--- src/rtl/sram_stream_reader_pkg.sv ---
// Shared types and default sizes for the SRAM stream reader.
package sram_stream_reader_pkg;

    localparam int unsigned NUM_WORDS_DEFAULT  = 131072;
    localparam int unsigned WORD_WIDTH_DEFAULT = 32;

    typedef enum logic [1:0] {
        StIdle = 2'd0,
        StRun  = 2'd1,
        StLast = 2'd2
    } state_e;

endpackage

--- src/rtl/sram_stream_reader.sv ---
// Streams a burst of SRAM words out as two-word beats, reading both SRAM ports
// each cycle, with ready/valid backpressure, abort and a completion pulse.
module sram_stream_reader
    import sram_stream_reader_pkg::*;
#(
    parameter int unsigned NUM_WORDS  = NUM_WORDS_DEFAULT,
    parameter int unsigned WORD_WIDTH = WORD_WIDTH_DEFAULT,
    localparam int unsigned AW        = $clog2(NUM_WORDS)
) (
    input  logic                    clk,
    input  logic                    rst_l,
    input  logic                    start,
    input  logic [AW-1:0]           base_addr,
    input  logic [AW:0]             length,
    input  logic                    abort,
    output logic [AW-1:0]           read_addr_1,
    output logic [AW-1:0]           read_addr_2,
    input  logic [WORD_WIDTH-1:0]   read_data_1,
    input  logic [WORD_WIDTH-1:0]   read_data_2,
    output logic [2*WORD_WIDTH-1:0] out_data,
    output logic [1:0]              out_keep,
    output logic                    out_last,
    output logic                    out_valid,
    input  logic                    out_ready,
    output logic                    busy,
    output logic                    done
);

    localparam logic [AW:0] NumWordsW = (AW + 1)'(NUM_WORDS);
    localparam logic [AW:0] One       = (AW + 1)'(1);
    localparam logic [AW:0] Two       = (AW + 1)'(2);

    function automatic logic [AW-1:0] wrap_add(input logic [AW-1:0] a, input logic [AW:0] inc);
        logic [AW:0] s;
        s = {1'b0, a} + inc;
        if (s >= NumWordsW) begin
            s = s - NumWordsW;
        end
        return s[AW-1:0];
    endfunction

    state_e                  state_q, state_d;
    logic [AW-1:0]           ptr_q, ptr_d;
    logic [AW:0]             rem_q, rem_d;
    logic [2*WORD_WIDTH-1:0] data_q, data_d;
    logic [1:0]              keep_q, keep_d;
    logic                    last_q, last_d;
    logic                    valid_q, valid_d;
    logic                    done_q, done_d;

    logic [AW-1:0] cur_ptr;
    logic [AW:0]   cur_rem;
    logic [AW:0]   step;
    logic          load;

    // In IDLE the read ports look at base_addr so the first beat loads on the start edge.
    assign cur_ptr = (state_q == StIdle) ? base_addr : ptr_q;
    assign cur_rem = (state_q == StIdle) ? length : rem_q;
    assign step    = (cur_rem >= Two) ? Two : cur_rem;

    always_comb begin
        load = 1'b0;
        if (state_q == StIdle) begin
            load = start && (length != '0);
        end else if (state_q == StRun) begin
            load = !valid_q || out_ready;
        end
    end

    assign read_addr_1 = cur_ptr;
    assign read_addr_2 = wrap_add(cur_ptr, One);

    always_comb begin
        state_d = state_q;
        ptr_d   = ptr_q;
        rem_d   = rem_q;
        data_d  = data_q;
        keep_d  = keep_q;
        last_d  = last_q;
        valid_d = valid_q;
        done_d  = 1'b0;
        if (abort) begin
            state_d = StIdle;
            keep_d  = 2'b00;
            last_d  = 1'b0;
            valid_d = 1'b0;
        end else begin
            unique case (state_q)
                StIdle: begin
                    if (start && (length == '0)) begin
                        done_d = 1'b1;
                    end
                end
                StLast: begin
                    if (out_ready) begin
                        state_d = StIdle;
                        keep_d  = 2'b00;
                        last_d  = 1'b0;
                        valid_d = 1'b0;
                        done_d  = 1'b1;
                    end
                end
                default: ;
            endcase
            if (load) begin
                data_d  = {read_data_2, read_data_1};
                keep_d  = (cur_rem >= Two) ? 2'b11 : 2'b01;
                last_d  = (cur_rem <= Two);
                valid_d = 1'b1;
                ptr_d   = wrap_add(cur_ptr, Two);
                rem_d   = cur_rem - step;
                state_d = (cur_rem <= Two) ? StLast : StRun;
            end
        end
    end

    always_ff @(posedge clk or negedge rst_l) begin
        if (!rst_l) begin
            state_q <= StIdle;
            ptr_q   <= '0;
            rem_q   <= '0;
            data_q  <= '0;
            keep_q  <= 2'b00;
            last_q  <= 1'b0;
            valid_q <= 1'b0;
            done_q  <= 1'b0;
        end else begin
            state_q <= state_d;
            ptr_q   <= ptr_d;
            rem_q   <= rem_d;
            data_q  <= data_d;
            keep_q  <= keep_d;
            last_q  <= last_d;
            valid_q <= valid_d;
            done_q  <= done_d;
        end
    end

    assign out_data  = data_q;
    assign out_keep  = keep_q;
    assign out_last  = last_q;
    assign out_valid = valid_q;
    assign busy      = (state_q != StIdle);
    assign done      = done_q;

endmodule

--- config.mk ---
export PLATFORM = sky130hd
export DESIGN_NAME = sram_stream_reader
export DESIGN_NICKNAME = d
export VERILOG_FILES = /design/src/rtl/sram_stream_reader_pkg.sv /design/src/rtl/sram_stream_reader.sv
export SDC_FILE = /design/constraint.sdc
export NUM_CORES = 1
export LEC_CHECK = 0
export BUFFER_PORTS_ARGS = -buffer_cell sky130_fd_sc_hd__buf_4
export CORE_UTILIZATION = 50
export DETAILED_ROUTE_END_ITERATION = 7
export GPL_ROUTABILITY_DRIVEN = 0
export PLACE_DENSITY = 0.88
export SKIP_LAST_GASP = 1
export SLEW_MARGIN = 0
export SYNTH_ARGS = -nofsm -noshare
export SYNTH_HDL_FRONTEND = slang
export SYNTH_SLANG_ARGS = --single-unit
--- constraint.sdc ---
create_clock -name clk -period 4.8 [get_ports clk]
set_clock_uncertainty 0.2 [all_clocks]
set_input_delay 0.48 -clock clk [delete_from_list [all_inputs] [get_ports clk]]
set_output_delay 0.48 -clock clk [all_outputs]
set_load 0.02 [all_outputs]
; Word-level counts from Yosys, hierarchy flattened
; Cells that the tools add are included.
[classes]
n_bitwise = 1
n_addsub = 5
n_mux = 25
eq_ne = 2
n_reduce_logical = 12
n_lt_le_gt_ge = 4
[ops]
columns = cell, n
row1 = $mux 17, 3
row2 = $ge 18x18->1 const B, 2
row3 = $mux 18, 2
row4 = $sub 17x1->17 const B, 2
row5 = $add 17x1->18 const B, 1
row6 = $add 17x2->18 const B, 1
row7 = $ge 18x2->1 const B, 1
row8 = $le 18x2->1 const B, 1
row9 = $logic_not 18->1, 1
row10 = $reduce_bool 18->1, 1
row11 = $sub 18x18->18, 1
row12 = $mux 2, 8
row13 = $mux 1, 11
row14 = $reduce_bool 3->1, 2
row15 = $reduce_and 2->1, 2
row16 = $eq 2x1->1 const B, 1
row17 = $eq 2x2->1 const B, 1
row18 = $logic_and 1x1->1, 2
row19 = $logic_not 2->1, 1
row20 = $pmux 1 s2, 1
row21 = $reduce_bool 2->1, 1
row22 = $logic_not 1->1, 1
row23 = $logic_or 1x1->1, 1
row24 = $not 1->1, 1
[totals]
register_bits = 106
wordCells = 57
inputBits = 104

; Longest topological paths before layout
[logic_depth]
word_depth = 6
mapped_depth = 14
mapped_depth_nobuf = 12

; Worst setup path after synthesis
; OpenSTA, ideal clock, no wires.
[synth_timing]
kind = flip-flop to output port
startpoint = register state_q[1]
endpoint = output read_addr_2[15]
required_ns = 4.120
path_stages_with_launch = 15
setup_slack_ns = 0.686
arrival_ns = 3.434
n_path_buf = 4
cell_sequence = dfrtp_1 buf_6 nor2_8 inv_4 buf_2 buf_1 buf_1 nand2_1 nand2_1 ha_1 a21boi_1 nand4_2 nor2_1 nand4_1 xnor2_1
[synth_between]
elab_chain_len = 5
word_cells_on_any_way = 6
[synth_lines]
columns = element, line_no
row1 = "start, declared", sram_stream_reader.sv:42  ; state_e state_q, state_d;
row2 = "start signal, assigned", sram_stream_reader.sv:119  ; state_q <= StIdle;
row3 = "start signal, assigned", sram_stream_reader.sv:128  ; state_q <= state_d;
row4 = $logic_not 2->1 (*), sram_stream_reader.sv:57  ; assign cur_ptr = (state_q == StIdle) ? base_addr : ptr_q;
row5 = $mux 17 (*), sram_stream_reader.sv:57
row6 = named net read_addr_1[1], sram_stream_reader.sv:16  ; output logic [AW-1:0] read_addr_1,
row7 = $add 17x1->18 (*), sram_stream_reader.sv:35  ; s = {1'b0, a} + inc;
row8 = $sub 17x1->17 or $ge 18x18->1 (tied branches), "sram_stream_reader.sv:37, sram_stream_reader.sv:36"
row9 = $mux 17 (*), sram_stream_reader.sv:36  ; if (s >= NumWordsW) begin
row10 = "end, declared", sram_stream_reader.sv:17  ; output logic [AW-1:0] read_addr_2,
; The timed path passes the listed nets; every way through them passes the cells marked *.

; Worst setup path after layout
[layout_timing]
startpoint = register state_q[1]
endpoint = output read_addr_2[15]
[layout_between]
elab_chain_len = 5
word_cells_on_any_way = 6
[layout_lines]
columns = element, line_no
row1 = $logic_not 2->1 (*), sram_stream_reader.sv:57
row2 = $mux 17 (*), sram_stream_reader.sv:57
row3 = $add 17x1->18 (*), sram_stream_reader.sv:35
row4 = $sub 17x1->17 or $ge 18x18->1 (tied branches), "sram_stream_reader.sv:37, sram_stream_reader.sv:36"
row5 = $mux 17 (*), sram_stream_reader.sv:36
; Mark *: on every way between the ends. The rest lies on a longest branch, timed or not.

==> impl_metrics.prom <==
# TYPE chip_impl_metric gauge
chip_impl_info{name="outcome",value="finished, final reports clean"} 1
chip_impl_metric{name="worst-r2r-cell-count",unit=""} 12
chip_impl_metric{name="layout_cell_share_with_drive_strength_beyond_1",unit=""} 0.2890
chip_impl_metric{name="final_antenna_net_count",unit=""} 0
chip_impl_metric{name="ys_seq_area_frac",unit=""} 0.4501
chip_impl_metric{name="met3RoutedLength",unit="mm"} 1.688
chip_impl_metric{name="cts_htree_levels",unit=""} 3
chip_impl_info{name="hp-class",value="in -> reg"} 1
chip_impl_metric{name="post-dp-hpwl",unit="mm"} 11.61
chip_impl_metric{name="grt_pass1_wl",unit="mm"} 25.46
chip_impl_metric{name="post-place-cells",unit=""} 1002
chip_impl_metric{name="fmax",unit="MHz"} 259.4
chip_impl_info{name="grt_setup_unrepaired",value="false"} 1
chip_impl_info{name="hold_path.startpoint",value="read_data_1[22]"} 1
chip_impl_metric{name="post_synth_and_or_nand_nor_area_fraction",unit=""} 0.2718
chip_impl_metric{name="drtIter0Drc",unit=""} 428
chip_impl_metric{name="die_h",unit="um"} 109.5
chip_impl_metric{name="r2r_slack",unit="ns"} 1.16
chip_impl_metric{name="number_of_flops_mapped_to_enable_cells_by_yosys",unit=""} 0
chip_impl_metric{name="synthToLayoutAreaGrowth",unit="%"} 33.43
chip_impl_info{name="setup.worst_path.end_class",value="primary output"} 1
chip_impl_metric{name="maxCapViolations",unit=""} 0
chip_impl_metric{name="initial_antenna_violation_count",unit=""} 0
chip_impl_metric{name="post_synth_xor_area_fraction",unit=""} 0.04090
chip_impl_metric{name="post_synth_adder_cell_area",unit=""} 0.006492
chip_impl_metric{name="dieWidth",unit="um"} 109.5
chip_impl_metric{name="cts_buffer_depth",unit=""} 2
chip_impl_metric{name="setup_total_negative_slack",unit="ns"} 0
chip_impl_metric{name="finalSetupViolations",unit=""} 0
chip_impl_metric{name="worst_vdd_ir",unit="V"} 0.0002181
chip_impl_metric{name="fin_ws",unit="ns"} 0.9450
chip_impl_metric{name="clk_latency",unit="ns"} 0.35
chip_impl_metric{name="netlist_instances",unit=""} 685
chip_impl_info{name="reg2reg_to",value="rem_q[16]"} 1
chip_impl_metric{name="detailed_route_wl",unit="mm"} 16.04
chip_impl_metric{name="wl_met1",unit="mm"} 6.398
chip_impl_metric{name="num_antenna_cells",unit=""} 0
chip_impl_metric{name="cts_num_sinks",unit=""} 104
chip_impl_metric{name="overall_die_area",unit="sq mm"} 0.01200
chip_impl_metric{name="detail_route.drc_violations",unit=""} 0
chip_impl_metric{name="synth_cell_types",unit=""} 70
chip_impl_info{name="worst_min_delay_path_endpoint",value="out_data[22]"} 1
chip_impl_metric{name="postSynth.asyncResetShare",unit=""} 1.000
chip_impl_metric{name="gr-usage-all-layers",unit=""} 0.2727
chip_impl_metric{name="fin_total_pwr",unit="mW"} 2.945
chip_impl_metric{name="critical_path_data_arrival_time",unit="ns"} 3.17
chip_impl_metric{name="synthesis.area_per_instance",unit="sq um"} 8.441
chip_impl_metric{name="synth-warning-count",unit=""} 0
chip_impl_metric{name="initial_core_util",unit=""} 0.5242
chip_impl_metric{name="period_share",unit=""} 0.8031
chip_impl_info{name="tritoncts_clock_tree",value="yes"} 1
chip_impl_info{name="layout.cells.most_common",value="nand2_1"} 1
chip_impl_metric{name="via_per_inst",unit=""} 5.595
chip_impl_info{name="cts.root.buffer_cell",value="clkbuf_16"} 1
chip_impl_metric{name="route.detailed.wl_per_inst",unit="um"} 15.74
chip_impl_metric{name="mappedNetlistArea",unit="sq mm"} 0.005782
chip_impl_metric{name="grt_max_degree",unit=""} 74
chip_impl_metric{name="power.static_leakage",unit="nW"} 3.899
chip_impl_metric{name="hold_ws",unit="ns"} 0.1134
chip_impl_metric{name="compound_gate_fraction_of_synth_area",unit=""} 0.1391
chip_impl_metric{name="clkSlewWorstSetupHoldPaths",unit="ns"} 0.08
chip_impl_metric{name="final_period_minus_worst_setup_slack",unit="ns"} 3.855
chip_impl_info{name="r2r-start",value="state_q[1]"} 1
chip_impl_metric{name="place.port_buffers",unit=""} 207
chip_impl_metric{name="number_of_global_route_vias_before_repair",unit=""} 5264
chip_impl_metric{name="final_max_slew_viols",unit=""} 0
chip_impl_metric{name="core_box_area",unit="sq mm"} 0.01103
chip_impl_metric{name="layout.nets",unit=""} 981
chip_impl_metric{name="stdcell_count",unit=""} 1019
chip_impl_metric{name="worstMarginPinSlew",unit="ns"} 0.8947
chip_impl_info{name="layout_common_cells",value="262 x nand2_1, 213 x buf_4, 104 x dfrtp_1"} 1
chip_impl_metric{name="post_cts_hold_buffer_count",unit=""} 1
chip_impl_metric{name="synth_seq_cells",unit=""} 104
chip_impl_info{name="combinational_family_with_the_most_area_after_synthesis",value="simple AND/OR/NAND/NOR gates"} 1
chip_impl_metric{name="worst_slack_at_placement",unit="ns"} 1.216
chip_impl_metric{name="post_cts_resize_count",unit=""} 0
chip_impl_metric{name="post_cts_setup_repair_buffer_count",unit=""} 0
chip_impl_metric{name="placementRows",unit=""} 38
chip_impl_info{name="top_signal_layer_used",value="met4"} 1
chip_impl_metric{name="portion_of_netlist_area_occupied_by_mux_cells",unit=""} 0.04847
chip_impl_metric{name="design.portCount",unit=""} 208
chip_impl_info{name="setup.worst_path.start_class",value="register"} 1
chip_impl_metric{name="drt-pass1-iter-count",unit=""} 6
chip_impl_metric{name="hold_viol_final",unit=""} 0
chip_impl_metric{name="placed_cell_area",unit="sq mm"} 0.007401
chip_impl_metric{name="hold_depth",unit=""} 3
chip_impl_metric{name="critical_path.max_fanout",unit=""} 36
chip_impl_metric{name="postLayoutCellArea",unit="sq mm"} 0.007715
chip_impl_metric{name="timing.max_slew.rel_slack",unit=""} 0.4035
chip_impl_metric{name="powerDensity",unit="mW/mm^2"} 381.7
chip_impl_info{name="worst-setup-path-type",value="reg -> out"} 1
chip_impl_metric{name="syn-num-nets",unit=""} 792
chip_impl_metric{name="detailroute.via_count",unit=""} 5701
chip_impl_metric{name="overflow",unit=""} 0
chip_impl_metric{name="utilization_after_layout",unit=""} 0.6994
chip_impl_info{name="synth_top_flop_cell",value="dfrtp_1"} 1
chip_impl_metric{name="numCtsBuffers",unit=""} 9
chip_impl_metric{name="cp.required",unit="ns"} 4.12
chip_impl_metric{name="wl_met2",unit="mm"} 7.527
[cell type report]
cell class	count	area (sq um)
multi-input cells	530	2949
flip-flops and latches	104	2603
fillers	887	3316
repair buffers	215	1629
well taps	140	175.2
inverters	14	55.05
clock inverters	6	65.06
clock buffers	10	239.0
[sequential cells by signal, indices dropped and copies added (netlist names)]
register and count:
state_q 2, ptr_q 17, done 1, out_data 64, rem_q 18, out_keep 2
[worst max path at each step]
stage	start	endpoint	slack, ns	cells after the start
final	state_q[1]	read_addr_2[15]	0.95	10
after global routing	state_q[1]	read_addr_2[15]	0.62	10
after CTS	state_q[1]	read_addr_2[15]	0.95	10
after detailed placement	state_q[1]	rem_q[16]	1.22	12
after global placement	state_q[1]	rem_q[16]	1.30	12
after floorplan	state_q[1]	read_addr_2[15]	0.69	14
[worst max-delay path, stage by stage, from the launching register on]
cell and delay [ns]:
dfrtp_1 0.44, nor2_8 0.14, buf_4 0.44, mux2_2 0.29, ha_1 0.19, a21boi_1 0.39
nand4_2 0.23, nor2_1 0.23, nand4_1 0.15, xnor2_1 0.16, buf_4 0.16
[cell families (layout without fill, tap and decap cells)]
group	Yosys count	after routing
AND/OR/NAND/NOR	356	356
AO/OA/AOI/OAI	116	116
flip-flops	104	104
buffers and inverters	51	245
XOR/XNOR	27	27
multiplexers	27	27
adder cells (fa/ha/maj)	3	3
other	1	1
[report_power, final]
group          leakage, nW  internal [mW]  switching, mW
Sequential            1.27           1.05          0.133
Combinational         2.48          0.424          0.596
Clock                0.151          0.384          0.361
Total                 3.90           1.85           1.09
[per-layer routing]
| metal | up-vias | track usage |
|---|---|---|
| met3 | 45 | 0.08654 |
| met4 | 0 | 0.09238 |
| met5 | - | 0 |
| met1 | 2660 | 0.3554 |
| li1 | 2701 | - |
| met2 | 295 | 0.4295 |
[cell usage after synthesis (all sizes together), types with 3 or more instances]
cell type | n | area (sq um)
buf | 21 | 130.1
o211ai | 12 | 90.09
nor2 | 27 | 117.6
or4 | 3 | 26.27
nor3b | 3 | 22.52
nor2b | 3 | 18.77
nand3 | 9 | 45.04
a31oi | 7 | 43.79
xor2 | 6 | 52.55
ha | 3 | 37.54
nand3b | 3 | 22.52
xnor2 | 21 | 183.9
a21oi | 22 | 117.6
mux2 | 5 | 60.05
nand4bb | 3 | 33.78
a22oi | 3 | 27.52
clkbuf | 16 | 60.06
nand4 | 7 | 50.05
mux2i | 22 | 220.2
nand2 | 262 | 983.4
o21a | 3 | 22.52
o31ai | 5 | 37.54
a211oi | 6 | 45.04
o211a | 3 | 30.03
or3b | 3 | 26.28
o21ai | 32 | 160.2
inv | 14 | 55.06
nor4 | 10 | 83.83
o31a | 3 | 26.28
dfrtp | 104 | 2603
nor3 | 14 | 70.07
Power figures use the tool's default switching activity.
